`src/rtl/color_pkg.sv`:
```
// Shared encodings for the colour-sensor front end and the motor block.
package color_pkg;

  // Steering commands consumed by the motor block
  localparam logic [1:0] CMD_LEFT  = 2'b00;  // yellow
  localparam logic [1:0] CMD_RIGHT = 2'b01;  // red
  localparam logic [1:0] CMD_STOP  = 2'b10;  // black
  localparam logic [1:0] CMD_FWD   = 2'b11;  // green

  // TCS3200 photodiode filter select, as {s2, s3}
  localparam logic [1:0] FILT_RED   = 2'b00;
  localparam logic [1:0] FILT_GREEN = 2'b11;
  localparam logic [1:0] FILT_BLUE  = 2'b01;

  // Measurement sequencer states; ST_SET stands for SET_R/SET_G/SET_B,
  // the colour being measured is held separately in a chan_t register.
  typedef enum logic [2:0] {
    ST_IDLE,
    ST_SET,
    ST_SETTLE,
    ST_GATE,
    ST_CLASSIFY
  } fsm_t;

  typedef enum logic [1:0] {
    CH_R,
    CH_G,
    CH_B
  } chan_t;

  // Filter code the sensor needs while a given channel is measured
  function automatic logic [1:0] filter_of(input chan_t ch);
    case (ch)
      CH_G:    filter_of = FILT_GREEN;
      CH_B:    filter_of = FILT_BLUE;
      default: filter_of = FILT_RED;
    endcase
  endfunction

endpackage

```
`src/rtl/freq_edge_counter.sv`:
```
// Synchronises the sensor pulse train, detects rising edges and counts
// them (saturating) while enabled. 'total' is the value the counter takes
// on the next clock, so a window-end latch still catches an edge arriving
// on the final enabled clock.
module freq_edge_counter #(
  parameter int CNT_W = 16
) (
  input  logic             clock,
  input  logic             reset,
  input  logic             freq_in,
  input  logic             clr,
  input  logic             en,
  output logic [CNT_W-1:0] count,
  output logic [CNT_W-1:0] total
);

  logic [2:0] sync;
  logic       rise;

  // Two-flop synchroniser plus one history flop for edge detection
  // NOTE: sequential state uses non-blocking assignments so every flop samples pre-edge values.
  always_ff @(posedge clock or posedge reset) begin
    if (reset) sync <= '0;
    else       sync <= {sync[1:0], freq_in};
  end

  assign rise = sync[1] & ~sync[2];

  // Saturating increment: the count sticks at all-ones instead of wrapping
  always_comb begin
    total = count;
    if (en && rise && (count != '1)) total = count + CNT_W'(1);
  end

  // Edge counter register with synchronous clear
  always_ff @(posedge clock or posedge reset) begin
    if (reset)    count <= '0;
    else if (clr) count <= '0;
    else          count <= total;
  end

endmodule

```
`src/rtl/color_cmd_encoder.sv`:
```
// Sequences the TCS3200 through red/green/blue, counts sensor edges per
// gate window, classifies the frame and commits a steering command after
// CONFIRM consecutive identical classifications.
module color_cmd_encoder
  import color_pkg::*;
#(
  parameter int CNT_W         = 16,
  parameter int SETTLE_CYCLES = 5000,
  parameter int GATE_CYCLES   = 50000,
  parameter int BLACK_MAX     = 40,
  parameter int MARGIN        = 20,
  parameter int CONFIRM       = 3
) (
  input  logic       clock,
  input  logic       reset,
  input  logic       run,
  input  logic       freq_in,
  output logic       s0,
  output logic       s1,
  output logic       s2,
  output logic       s3,
  output logic       led,
  output logic [1:0] state,
  output logic       state_valid
);

  localparam int TMR_MAX = (SETTLE_CYCLES > GATE_CYCLES) ? SETTLE_CYCLES : GATE_CYCLES;
  localparam int TMR_W   = $clog2(TMR_MAX + 1);
  localparam int CONF_W  = $clog2(CONFIRM + 1);
  localparam logic [CNT_W:0] BLACK_X  = (CNT_W+1)'(BLACK_MAX);
  localparam logic [CNT_W:0] MARGIN_X = (CNT_W+1)'(MARGIN);

  fsm_t              fsm, fsm_nxt;
  chan_t             chan, chan_nxt;
  logic [TMR_W-1:0]  timer, timer_nxt;
  logic              cnt_clr, cnt_en, gate_end, do_classify;
  logic [CNT_W-1:0]  count, total;
  logic [CNT_W-1:0]  r_cnt, g_cnt, b_cnt;
  logic [1:0]        filt;
  logic [1:0]        cand, prev_cand;
  logic              cand_ok;
  logic [CONF_W-1:0] conf, conf_nxt;
  logic [CNT_W:0]    rx, gx, bx, rg_diff;

  // 20% output scaling is fixed
  assign s0 = 1'b1;
  assign s1 = 1'b0;
  assign {s2, s3} = filt;

  freq_edge_counter #(.CNT_W(CNT_W)) u_counter (
    .clock   (clock),
    .reset   (reset),
    .freq_in (freq_in),
    .clr     (cnt_clr),
    .en      (cnt_en),
    .count   (count),
    .total   (total)
  );

  // Sequencer state, current channel and phase timer
  // NOTE: every control and datapath flop resets asynchronously so a mid-frame reset is immediate.
  always_ff @(posedge clock or posedge reset) begin
    if (reset) begin
      fsm   <= ST_IDLE;
      chan  <= CH_R;
      timer <= '0;
    end else begin
      fsm   <= fsm_nxt;
      chan  <= chan_nxt;
      timer <= timer_nxt;
    end
  end

  // Next-state and phase strobes; dropping run overrides everything
  // NOTE: all outputs get a default first so no path leaves one unassigned (no latches).
  always_comb begin
    fsm_nxt     = fsm;
    chan_nxt    = chan;
    timer_nxt   = '0;
    cnt_clr     = 1'b0;
    cnt_en      = 1'b0;
    gate_end    = 1'b0;
    do_classify = 1'b0;
    if (!run) begin
      fsm_nxt = ST_IDLE;
      cnt_clr = 1'b1;
    end else begin
      case (fsm)
        ST_IDLE: begin
          fsm_nxt  = ST_SET;
          chan_nxt = CH_R;
          cnt_clr  = 1'b1;
        end
        ST_SET: begin
          fsm_nxt = ST_SETTLE;
          cnt_clr = 1'b1;
        end
        ST_SETTLE: begin
          if (timer == TMR_W'(SETTLE_CYCLES - 1)) fsm_nxt = ST_GATE;
          else                                    timer_nxt = timer + TMR_W'(1);
        end
        ST_GATE: begin
          cnt_en = 1'b1;
          if (timer == TMR_W'(GATE_CYCLES - 1)) begin
            gate_end = 1'b1;
            case (chan)
              CH_R:    begin fsm_nxt = ST_SET; chan_nxt = CH_G; end
              CH_G:    begin fsm_nxt = ST_SET; chan_nxt = CH_B; end
              default: fsm_nxt = ST_CLASSIFY;
            endcase
          end else begin
            timer_nxt = timer + TMR_W'(1);
          end
        end
        ST_CLASSIFY: begin
          do_classify = 1'b1;
          fsm_nxt     = ST_SET;
          chan_nxt    = CH_R;
        end
        default: fsm_nxt = ST_IDLE;
      endcase
    end
  end

  // Frame classification in CNT_W+1 bits so sums with MARGIN never wrap
  always_comb begin
    rx      = {1'b0, r_cnt};
    gx      = {1'b0, g_cnt};
    bx      = {1'b0, b_cnt};
    rg_diff = (rx >= gx) ? (rx - gx) : (gx - rx);
    cand    = CMD_STOP;
    cand_ok = 1'b1;
    if (rx < BLACK_X && gx < BLACK_X && bx < BLACK_X)
      cand = CMD_STOP;
    else if (rx >= bx + MARGIN_X && gx >= bx + MARGIN_X && rg_diff < MARGIN_X)
      cand = CMD_LEFT;
    else if (rx >= gx + MARGIN_X && rx >= bx + MARGIN_X)
      cand = CMD_RIGHT;
    else if (gx >= rx + MARGIN_X && gx >= bx + MARGIN_X)
      cand = CMD_FWD;
    else
      cand_ok = 1'b0;
  end

  // Run length of identical candidates, saturating at CONFIRM
  always_comb begin
    conf_nxt = CONF_W'(1);
    if (conf != '0 && cand == prev_cand)
      conf_nxt = (conf == CONF_W'(CONFIRM)) ? conf : conf + CONF_W'(1);
  end

  // Count latches, filter drive, confirmation and command commit
  always_ff @(posedge clock or posedge reset) begin
    if (reset) begin
      r_cnt       <= '0;
      g_cnt       <= '0;
      b_cnt       <= '0;
      filt        <= FILT_RED;
      prev_cand   <= CMD_STOP;
      conf        <= '0;
      state       <= CMD_STOP;
      state_valid <= 1'b0;
      led         <= 1'b0;
    end else begin
      led         <= run;
      state_valid <= 1'b0;
      if (fsm_nxt == ST_SET) filt <= filter_of(chan_nxt);
      if (!run) begin
        r_cnt <= '0;
        g_cnt <= '0;
        b_cnt <= '0;
        conf  <= '0;
      end else begin
        if (gate_end) begin
          case (chan)
            CH_R:    r_cnt <= total;
            CH_G:    g_cnt <= total;
            default: b_cnt <= total;
          endcase
        end
        if (do_classify) begin
          if (cand_ok) begin
            prev_cand <= cand;
            conf      <= conf_nxt;
            if (conf_nxt == CONF_W'(CONFIRM)) begin
              state       <= cand;
              state_valid <= 1'b1;
            end
          end else begin
            conf <= '0;
          end
        end
      end
    end
  end

endmodule

```
`config.mk`:
```
export PLATFORM = sky130hd
export DESIGN_NAME = color_cmd_encoder
export DESIGN_NICKNAME = d
export VERILOG_FILES = /design/src/rtl/color_pkg.sv /design/src/rtl/freq_edge_counter.sv /design/src/rtl/color_cmd_encoder.sv
export SDC_FILE = /design/constraint.sdc
export NUM_CORES = 1
export LEC_CHECK = 0
export BUFFER_PORTS_ARGS = -buffer_cell sky130_fd_sc_hd__buf_4
export CAP_MARGIN = 0
export CORE_MARGIN = 1.5
export CORE_UTILIZATION = 45
export CTS_CLUSTER_DIAMETER = 50
export CTS_CLUSTER_SIZE = 10
export DETAILED_ROUTE_END_ITERATION = 16
export GPL_ROUTABILITY_DRIVEN = 0
export RECOVER_POWER = 25
export REMOVE_ABC_BUFFERS = 1
export SYNTH_ARGS = -nofsm -noshare
export SYNTH_HDL_FRONTEND = slang
export SYNTH_SLANG_ARGS = --single-unit
```
`constraint.sdc`:
```
create_clock -name clock -period 7.1 [get_ports clock]
set_clock_uncertainty 0.1 [all_clocks]
set_input_delay 1.065 -clock clock [delete_from_list [all_inputs] [get_ports clock]]
set_output_delay 1.065 -clock clock [all_outputs]
set_load 0.05 [all_outputs]
```
==> results of run 1 <==
## cells by family after synthesis
group / synth area share, %
adder cells (fa/ha/maj): 15.0
other: 0.0903
AO/OA/AOI/OAI: 19.0
multiplexers: 2.11
XOR/XNOR: 7.89
flip-flops: 29.5
buffers and inverters: 4.24
AND/OR/NAND/NOR: 22.2
## per-stage QoR
step                      total power, mW  setup WS, ps  area (um^2)  std cells  utilization (%)
after floorplan                     0.596          3140         8150        938                -
after global placement              0.614          2630         8530       1179             47.3
after detailed placement            0.614          2660         8530       1179             47.3
after CTS                            1.09          2640         8810       1195             48.9
after global routing                 1.12          1870         8790       1195             48.7
final                                1.08          2200         8790       1195             48.7
## layout make-up
cell class | count | area share, %
multi-input combinational | 792 | 62.7
sequential | 98 | 27.9
tap | 229 | 3.26
clock buffer | 12 | 2.92
inverter | 48 | 2.06
timing repair buffer | 12 | 0.769
clock inverter | 4 | 0.299
## power groups by stage
stage | Combinational [mW] | Sequential, mW | Clock, mW
global placement | 0.0394 | 0.574 | 0
detailed placement | 0.0392 | 0.574 | 0
CTS | 0.0392 | 0.564 | 0.488
floorplan | 0.0216 | 0.575 | 0
finish | 0.0377 | 0.564 | 0.480
global route | 0.0429 | 0.564 | 0.511
## sequential cells by signal (all words and copies together) (netlist names), 2 cells and up
signal and flops:
b_cnt 16, g_cnt 16, r_cnt 16, timer 16, u_counter.count 16, fsm 3
u_counter.sync 3, chan 2, conf 2, filt 2, prev_cand 2, state 2
## cell usage after synthesis (4+ instances only)
| master | n | share of area [%] |
|---|---|---|
| nor2_1 | 76 | 3.4 |
| a21oi_1 | 46 | 2.8 |
| nor3_1 | 25 | 1.5 |
| or3_1 | 7 | 0.53 |
| mux2i_1 | 10 | 1.2 |
| and3_1 | 16 | 1.2 |
| mux2_2 | 4 | 0.54 |
| o21ai_0 | 74 | 4.5 |
| ha_1 | 100 | 15 |
| and4_1 | 4 | 0.42 |
| a221oi_1 | 5 | 0.53 |
| and2_1 | 8 | 0.60 |
| nand3_1 | 59 | 3.5 |
| o2111ai_1 | 7 | 0.74 |
| o21a_1 | 11 | 0.99 |
| xor2_1 | 32 | 3.4 |
| o211a_1 | 4 | 0.48 |
| buf_2 | 9 | 0.54 |
| nor2b_1 | 22 | 1.7 |
| dfrtp_1 | 96 | 29 |
| xnor2_1 | 43 | 4.5 |
| nand2b_1 | 6 | 0.45 |
| a21boi_0 | 13 | 1.2 |
| nand4_1 | 24 | 1.8 |
| clkbuf_1 | 22 | 0.99 |
| nand2_1 | 79 | 3.6 |
| inv_1 | 48 | 2.2 |
| nor4_1 | 15 | 1.1 |
| a21o_1 | 22 | 2.0 |
| a211oi_1 | 7 | 0.63 |
| o211ai_1 | 9 | 0.81 |
## critical path, stage by stage
cell	delay [ps]
clkbuf_1	1940
and3b_1	390
o211ai_1	180
or2_2	380
nor2_1	230
and3_1	220
xor2_1	140
nand2_1	150
o21ai_0	350
## worst min-delay path by stage
stage | slack [ps] | cells after the start | startpoint | to
6_report | 250 | 0 | u_counter.sync[0] | u_counter.sync[1]
5_1_grt | 270 | 0 | u_counter.sync[0] | u_counter.sync[1]
4_1_cts | 250 | 0 | u_counter.sync[0] | u_counter.sync[1]
3_5_place_dp | 240 | 0 | u_counter.sync[0] | u_counter.sync[1]
3_3_place_gp | 230 | 0 | u_counter.sync[0] | u_counter.sync[1]
2_1_floorplan | 230 | 0 | u_counter.sync[0] | u_counter.sync[1]
## metal layers
metal	up-vias	track usage, %
met3	45	2.04
li1	3519	-
met1	3357	32.6
met5	-	0
met4	0	9.81
met2	141	39.0
## cells in the final DEF (no fill, tap or decap), drive strengths merged, types with 23 or more instances in the layout
master and count:
nor2b 23, inv 48, nand3 60, o21ai 75, nand2 79, xnor2 43
a21oi 49, xor2 32, nand4 25, nor2 76, ha 100, dfrtp 96
nor3 25
==> results.md, run 1 <==
- Status: finished with violations
- Failing checks: max-capacitance violations, max-slew violations
- Hold Violations, Final: 0
- DR DRC count: 0
- M1 WL: 10.6 mm
- Reg clk slew, reported paths: 70 ps
- Core area: approximately 18000 um^2
- Starting DRT DRC Count: 410
- VDD IR max: 0.149 mV
- Worst setup EP type: flop
- Max-slew violation count: 72
- Routed vias: 7062
- Largest net degree at the start of global routing: 82
- Post-synthesis cell area: between 8000 and 9000 um^2
- RR Endpoint: state[0]
- CTS tree: yes
- Die X: 139 um
- Reg power frac: 52.1%
- I/O Pins: 12
- Hold buffers post-CTS: 0
- Clock Path Buffers: 2
- # rows: 49
- Wire per inst: 18.6 um
- Detail Route Antenna Nets: 0
- Register area: 2450 um^2
- Psw: between 200 and 300 uW
- # nets final: 1065
- P per Cell Area: 123 nW/um^2
- Setup Crit Path Kind: in2reg
- DR vias/cell: 5.91
- Setup tns final: 0 ps
- Worst Setup SP: run
- Max Freq: about 200 MHz
- Seq/Total Area, Yosys: between 20% and 30%
- Internal Power: 826 uW
- Ant diodes: 0
- Post-DP HPWL: 16.7 mm
- Setup Viol. Count Final: 0
- H-tree levels: 3
- Minimum clock period: 4900 ps
- WP data arrival: 5050 ps
- Worst endpoint required time: between 7000 and 8000 ps
- Post-synth EDFFs: 0
- Die area: 19300 um^2
- DRT Pass-1 Iters: 6
- Die Y-Extent: between 100 and 150 um
- CP Launch Type: input pin
- Crit path to: r_cnt[12]
- Initial Util: between 40% and 50%
- Ratio of cells with drive above 1 in the final layout: just under 5%
- Synth Register Bits: 98
- Library cells used by synthesis: 76
- FFs w/ async S/R, synth: 100%
- Final hold slack: 249 ps
- Tot GR Track Use: 23.8%
- Setup bufs post-CTS: 0
- Vias in the first global route: 7019
- Fin crit share: 69.1%
- Mapped Cells: 976
- Fill cells: 1746
- Highest layer used for signal routing: met4
- Comb pwr share: 3.5%
- R2r setup slk: 2620 ps
- Synth Flop Type: dfrtp_1
- Slew headroom: -86.3%
- I/O Buffers: 9
- Gr ovfl total: 0
- Sw Share: 23.6%
- Metal3 WL: 544 um
- Clock share of power: 44.4%
- RR Startpoint: b_cnt[2]
- Met2 wire length: 10.3 mm
- Root Driver: clkbuf_16
- Crit path max fanout: 71
- Max cap viols: 1
- Initial antenna violation count: 0
- Area of the multi-input gates: around 5500 um^2
- Area grow syn2layout: 5.59%
- Clock buffer count from CTS: 9
- Resized Gates After CTS: 0
- Worst skew pair latency: 360 ps
- First-pass GRT wire length: 37.4 mm
- RSZ-0062 raised after global routing: false
- WL final: 22.2 mm
- Min-delay worst type: reg2reg
- Worst reg2reg path depth: 16
- Leak: 3.95 nW
- CTS Sinks: 98
- Yosys warns: 0
- Pin slew with the least headroom to its limit: 2790 ps
- Syn avg cell area: 8.53 um^2
Note: power is estimated with default switching activity, not from simulation.
==> run 2: changes to the inputs <==
- clock period: 7.1 -> 4.6 ns (I/O delays scaled with it)
==> run 2 against run 1 <==
Compared with the run above:
- the flow still finishes with violations (max-capacitance violations, max-slew violations)
- largest power group unchanged
- worst setup slack got worse by 1900 ps
- critical path type is now reg2reg
- first-iteration DRC count rose by 17%
- routed wire length rose by 2.9%
- sequential share of layout area fell by 0.99 points
- sequential power rose by 54%
- power rose by 63%
- critical endpoint is now state[0]
- via count rose by 2.0%
- combinational power rose by 54%
- design area rose by 3.7%
- hold slack improved by 5.2 ps
==> results.md, run 2 (synthesized netlist as in run 1, its figures left out) <==
- # rows: 49 (unchanged)
- WL final: 22.8 mm (+2.9%)
- Setup Viol. Count Final: 0 (unchanged)
- Routed vias: 7203 (+2.0%)
- DR vias/cell: 5.87 (-0.66%)
- Leak: 4.18 nW (+6.0%)
- Die X: 139 um (unchanged)
- Worst hold endpoint: u_counter.sync[1]
- Post-Layout Cell Count: 1227 (+2.7%)
- WHS Path Cells: 0 (unchanged)
- Worst reg2reg path depth: 16 (unchanged)
- Hold buffers post-CTS: 0 (unchanged)
- WP data arrival: 4430 ps (-620 ps)
- Status: finished with violations
- Core area: 18000 um^2 (unchanged)
- P per Cell Area: 193 nW/um^2 (+57%)
- Fill cells: 1781 (+2.0%)
- Root Driver: clkbuf_16
- Hold Violations, Final: 0 (unchanged)
- Wire per inst: 18.6 um (+0.19%)
- Largest net degree at the start of global routing: 76 (-7.3%)
- DR DRC count: 0 (unchanged)
- CTS Sinks: 98 (unchanged)
- Fin crit share: 93.3%
- CP Launch Type: flop
- Cell area after layout: 9110 um^2 (+3.7%)
- # nets final: 1097 (+3.0%)
- Post-DP HPWL: 17.6 mm (+5.4%)
- Starting DRT DRC Count: 478 (+17%)
- Dpl ws: 185 ps (-2480 ps)
- Ratio of cells with drive above 1 in the final layout: 8.72% (+3.9 points)
- Initial antenna violation count: 0 (unchanged)
- H-tree levels: 3 (unchanged)
- Gr ovfl total: 0 (unchanged)
- Setup Crit Path Kind: reg2reg
- Placed cells: 1208 (+2.5%)
- Tot GR Track Use: 24.2% (+0.36 points)
- Detail Route Antenna Nets: 0 (unchanged)
- DRT Pass-1 Iters: 5 (-1)
- Final setup margin: 309 ps (-1890 ps)
- Worst endpoint required time: 4740 ps (-2510 ps)
- Critical path's slowest cell: dfrtp_1
- Area grow syn2layout: 9.46%
- Min-delay worst type: reg2reg
- CTS tree: yes
- Max cap viols: 1 (unchanged)
- Most frequent CP cell: nand4_1
- Pin slew with the least headroom to its limit: 2790 ps (-7.11 ps)
- Max-slew violation count: 76 (+5.6%)
- Minimum clock period: 4290 ps
- Ant diodes: 0 (unchanged)
- VDD IR max: 0.199 mV (+33%)
- Final hold slack: 255 ps (+5.21 ps)
- Most frequent cells in the layout: 100 x ha_1, 96 x dfrtp_1, 79 x nand2_1, 76 x nor2_1, 74 x o21ai_0
- Die Y-Extent: 139 um (unchanged)
- Clock buffer count from CTS: 9 (unchanged)
- First-pass GRT wire length: 37.7 mm (+0.96%)
- RR Endpoint: state[0]
- Crit path max fanout: 7 (-90%)
- Vias in the first global route: 7088 (+0.98%)
- Dpl cell area: 8740 um^2 (+2.6%)
- I/O Pins: 12 (unchanged)
- Min-delay src: u_counter.sync[0]
- RR Startpoint: b_cnt[5]
- Initial Util: 46.2% (unchanged)
- Slew headroom: -86.0% (+0.27 points)
- Worst setup EP type: flop
- R2r setup slk: 310 ps (-2310 ps)
- Most common cell after layout, fill and taps aside: ha_1
- Max Freq: 233 MHz
- Worst skew pair latency: 350 ps (about the same)
- Reg clk slew, reported paths: 70 ps (about the same)
- Critical Path Max Stage Delay: 460 ps (-1480 ps)
- I/O Buffers: 9 (unchanged)
- Failing checks: max-capacitance violations, max-slew violations
- Clock Path Buffers: 2 (unchanged)
- Die area: 19300 um^2 (unchanged)
- CP Cell Sequence: nand4_1 > nor3_4 > nand4_1 > xor2_1 > ha_1 > nand4_1 > or2_2 > or3_1 > o221ai_1 > o221a_2 > o211a_1 > o2111a_1 > a21oi_1 > a21oi_2 > and3_4 > mux2_4
run 2: cell types whose count changed in the layout (fill, tap and decap cells not counted), moves of 2 or more:
cell / previous run / this run
clkbuf_1: 7 / 0
buf_4: 4 / 42
bufinv_16: 0 / 2
nor3_1: 25 / 23
run 2: area by class of cell:
type	count	area [um^2]	area share, %
Timing Repair Buffer	44	330	3.63
Multi-Input combinational cell	792	5530	60.7
Inverter	48	180	1.98
Clock inverter	6	87.6	0.962
Tap cell	229	287	3.15
Sequential cell	98	2450	27.0
Clock buffer	10	239	2.62
run 2: critical path, delay by kind of cell (launching register included):
family,cells,cell delay (ps)
simple gates,7,1660
compound gates,6,1200
flops,1,460
fa+ha+maj,1,300
mux,1,290
xor+xnor,1,180
run 2: what timing repair did:
action                     in CTS  in global routing
setup buffers                   0                  3
setup endpoints to repair       0                  2
resized for setup               0                  3
run 2: worst max path at each step:
stage,from,endpoint,depth (start not counted)
after floorplan,b_cnt[5],state[0],16
after global placement,b_cnt[2],state[0],17
after detailed placement,b_cnt[2],state[0],17
after CTS,b_cnt[2],state[0],17
after global routing,b_cnt[5],state[0],16
final,b_cnt[5],state[0],16
run 2: power breakdown:
group          total, mW  switching [mW]  internal, mW
clock              0.830           0.338         0.493
combinational     0.0580          0.0461        0.0119
sequential         0.870         0.00384         0.866
total               1.76           0.388          1.37
run 2: stage by stage:
stage | TNS [ps] | power (mW) | utilization, %
floorplan | 0 | 0.920 | -
finish | 0 | 1.76 | 50.5
global placement | 0 | 0.947 | 48.5
detailed placement | 0 | 0.947 | 48.5
CTS | 0 | 1.77 | 50.3
global route | -11.4 | 1.81 | 50.5
run 2: layer usage:
layer / vias to the layer above / global-route usage [%] / wire length, um
met5: - / 0 / 0
met4: 0 / 8.94 / 670
met3: 47 / 2.80 / 850
met2: 155 / 39.6 / 10600
met1: 3440 / 33.0 / 10700
li1: 3561 / - / -
==> run 3: changes to the inputs <==
- ABC_AREA: default -> 1
- ABC_CLOCK_PERIOD_IN_PS: default -> 4600
- CTS_BUF_LIST: default -> sky130_fd_sc_hd__clkbuf_8
==> run 3 against run 2 <==
Compared with the run above:
- the run still ends with max-capacitance violations, max-slew violations left
- worst setup slack better by 220 ps
- final cell count is 32% higher
- synthesized cell count grew 38%
- sequential power rose by 1%
- critical path depth rose by 7
- via count increased by 17%
- combinational power increased to 2.7 times the previous value
- flip-flop and latch count unchanged
- non-clock buffer count fell by 31
==> results.md, run 3 <==
- H-tree levels: 3 (unchanged)
- Setup Viol. Count Final: 0 (unchanged)
- FFs w/ async S/R, synth: 100% (unchanged)
- Routed vias: 8434 (+17%)
- Critical path's slowest cell: dfrtp_1
- Setup Crit Path Kind: reg2reg
- VDD IR max: 0.244 mV (+23%)
- Largest net degree at the start of global routing: 77 (+1.3%)
- Starting DRT DRC Count: 393 (-18%)
- Clock buffer count from CTS: 9 (unchanged)
- Setup bufs post-CTS: 0 (unchanged)
- Post-Layout Cell Count: 1625 (+32%)
- WL final: 24.0 mm (+4.9%)
- # rows: 51 (+4.1%)
- Most frequent CP cell: nand2_1
- Hold Violations, Final: 0 (unchanged)
- # nets final: 1459 (+33%)
- Worst path bufs/invs: 1 (+1)
- Worst endpoint required time: 4780 ps (+40 ps)
- Critical Path Max Stage Delay: 480 ps (+20 ps)
- CTS tree: yes
- Max cap viols: 1 (unchanged)
- First-pass GRT wire length: 40.3 mm (+6.8%)
- Yosys warns: 0 (unchanged)
- Fill cells: 2076 (+17%)
- Wire per inst: 14.7 um (-21%)
- DR vias/cell: 5.19 (-12%)
- Clock Path Buffers: 2 (unchanged)
- Area grow syn2layout: 5.84%
- Register area: 2450 um^2 (unchanged)
- Reg power frac: 56.0% (+6.5 points)
- Synth Register Bits: 98 (unchanged)
- Root Driver: clkbuf_8
- Clock share of power: 34.0% (-13 points)
- Reg clk slew, reported paths: 100 ps (+30 ps)
- Largest delay share family, worst path: simple AND/OR/NAND/NOR gates
- Most common cell after layout, fill and taps aside: nand2_1
- DR DRC count: 0 (unchanged)
- Seq/Total Area, Yosys: 27.1% (-2.4 points)
- Synth top area share: 26.5% (-2.4 points)
- Synth Flop Type: dfrtp_1
- Ratio of cells with drive above 1 in the final layout: 6.32% (-2.4 points)
- Detail Route Antenna Nets: 0 (unchanged)
- I/O Pins: 12 (unchanged)
- CTS Sinks: 98 (unchanged)
- Fin crit share: 88.5% (-4.8 points)
- Tot GR Track Use: 23.7% (-0.54 points)
- Final hold slack: 261 ps (+6.04 ps)
- WP data arrival: 4250 ps (-180 ps)
- Post-synthesis cell area: 9070 um^2 (+9.0%)
- Pin slew with the least headroom to its limit: 2860 ps (+70.0 ps)
- DRT Pass-1 Iters: 5 (unchanged)
- Comb pwr share: 10.1% (+6.8 points)
- Sw Share: 28.3% (+6.2 points)
- Worst setup EP type: flop
- Library cells used by synthesis: 44 (-42%)
- Max Freq: 246 MHz (+5.4%)
- Initial antenna violation count: 0 (unchanged)
- Minimum clock period: 4070 ps (-220 ps)
- Initial Util: 46.3% (+0.14 points)
- Crit path max fanout: 7 (unchanged)
- RSZ-0062 raised after global routing: false
- Core area: 19600 um^2 (+8.7%)
- Die Y-Extent: 145 um (+4.3%)
- I/O Buffers: 9 (unchanged)
- Mapped Cells: 1351 (+38%)
- Area of the multi-input gates: 5750 um^2 (+4.0%)
- Min-delay worst type: reg2reg
- P per Cell Area: 164 nW/um^2 (-15%)
- Hold buffers post-CTS: 0 (unchanged)
- Psw: 444 uW (+15%)
- Max-slew violation count: 77 (+1.3%)
- CP Launch Type: flop
- CP Cell Sequence: inv_1 > o21ai_0 > nand3_1 > nor3_1 > nand2_1 > nor2_1 > nand3_1 > nor3_1 > xor2_1 > ha_1 > nand4_1 > nor4_1 > nand2_1 > nand3_1 > nand2_1 > a21oi_1 > nand2_1 > nand2_1 > nand3_2 > nor2_4 > nand3_2 > nand2_1 > nand2_1
- Post-synth EDFFs: 0 (unchanged)
- Ant diodes: 0 (unchanged)
- Syn avg cell area: 6.71 um^2 (-21%)
- Die area: 21000 um^2 (+8.8%)
- Most numerous cell in the Yosys netlist: nand2_1
- Most frequent cells in the layout: 402 x nand2_1, 193 x inv_1, 101 x nor2_1, 100 x ha_1, 96 x dfrtp_1
- Resized Gates After CTS: 0 (unchanged)
- Failing checks: max-capacitance violations, max-slew violations
- Status: finished with violations
- Setup tns final: 0 ps (unchanged)
- Leak: 4.93 nW (+18%)
- Vias in the first global route: 8144 (+15%)
- Worst skew pair latency: 380 ps (+30 ps)
- Cell accounting for the most synthesized area: dfrtp_1
- Slew headroom: -90.5% (-4.5 points)
- Post-synth top cells: 402 x nand2_1, 192 x inv_1, 101 x nor2_1
- Post-DP HPWL: 19.4 mm (+10%)
- Die X: 145 um (+4.3%)
- Top cells by area, synth: dfrtp_1 26%, nand2_1 17%, ha_1 14%
- Internal Power: 1.13 mW (-18%)
- Gr ovfl total: 0 (unchanged)
- Placed cells: 1609 (+33%)
run 3: final timing paths:
path	startpoint	endpoint	slack [ps]	cells past startpoint
worst max-delay path	r_cnt[3]	state[0]	530	23
worst min-delay path	u_counter.sync[0]	u_counter.sync[1]	260	0
worst max register to register	r_cnt[3]	state[0]	530	23
worst min register to register	u_counter.sync[0]	u_counter.sync[1]	260	0
max in group asynchronous	reset	timer[5]	1520	2
min in group asynchronous	reset	u_counter.count[0]	1240	2
run 3: kinds of logic after synthesis:
| group | after synthesis | synth area share, % |
|---|---|---|
| compound gates | 151 | 8.84 |
| xor+xnor | 50 | 4.83 |
| fa+ha+maj | 100 | 13.8 |
| buf+inv | 227 | 9.67 |
| flops | 98 | 27.1 |
| mux | 1 | 0.124 |
| other cells | 2 | 0.0828 |
| simple gates | 722 | 35.6 |
run 3: worst reg2reg max path, delay by kind of cell, from the launching register on:
| family | cells | cell delay, ps |
|---|---|---|
| buffers and inverters | 1 | 100 |
| and+or+nand+nor | 18 | 2280 |
| xor gates and xnor gates | 1 | 110 |
| DFF | 1 | 480 |
| AOI/OAI and AO/OA | 2 | 540 |
| adders and majority gates | 1 | 350 |
run 3: power groups by stage:
stage | Sequential, mW | Combinational [mW] | Clock, mW
final | 0.880 | 0.158 | 0.534
after global routing | 0.882 | 0.182 | 0.585
after CTS | 0.880 | 0.162 | 0.560
after detailed placement | 0.897 | 0.161 | 0
after global placement | 0.896 | 0.160 | 0
after floorplan | 0.896 | 0.111 | 0
run 3: cell type report:
cell class	instances	area share, %
clock inverters	6	0.560
flip-flops and latches	98	25.6
multi-input cells	1026	59.9
clock buffers	10	1.43
well taps	265	3.45
inverters	207	8.09
repair buffers	13	0.978
run 3: per-stage QoR:
stage	setup slack [ps]	util [%]	power, mW	cell area (um^2)
finish	530	49.0	1.57	9600
global route	72.9	49.0	1.65	9600
CTS	531	49.0	1.60	9610
detailed placement	553	48.1	1.06	9410
global placement	666	48.1	1.06	9410
floorplan	1080	-	1.01	8970
run 3: routing by layer:
layer  global-route usage (%)  up-vias  part of all wire [%]
met2                     40.0      175                    47
met3                     2.39       49                   3.9
met5                        0        -                     0
met1                     30.7     3827                    46
met4                     10.2        0                   3.7
li1                         -     4383                     -
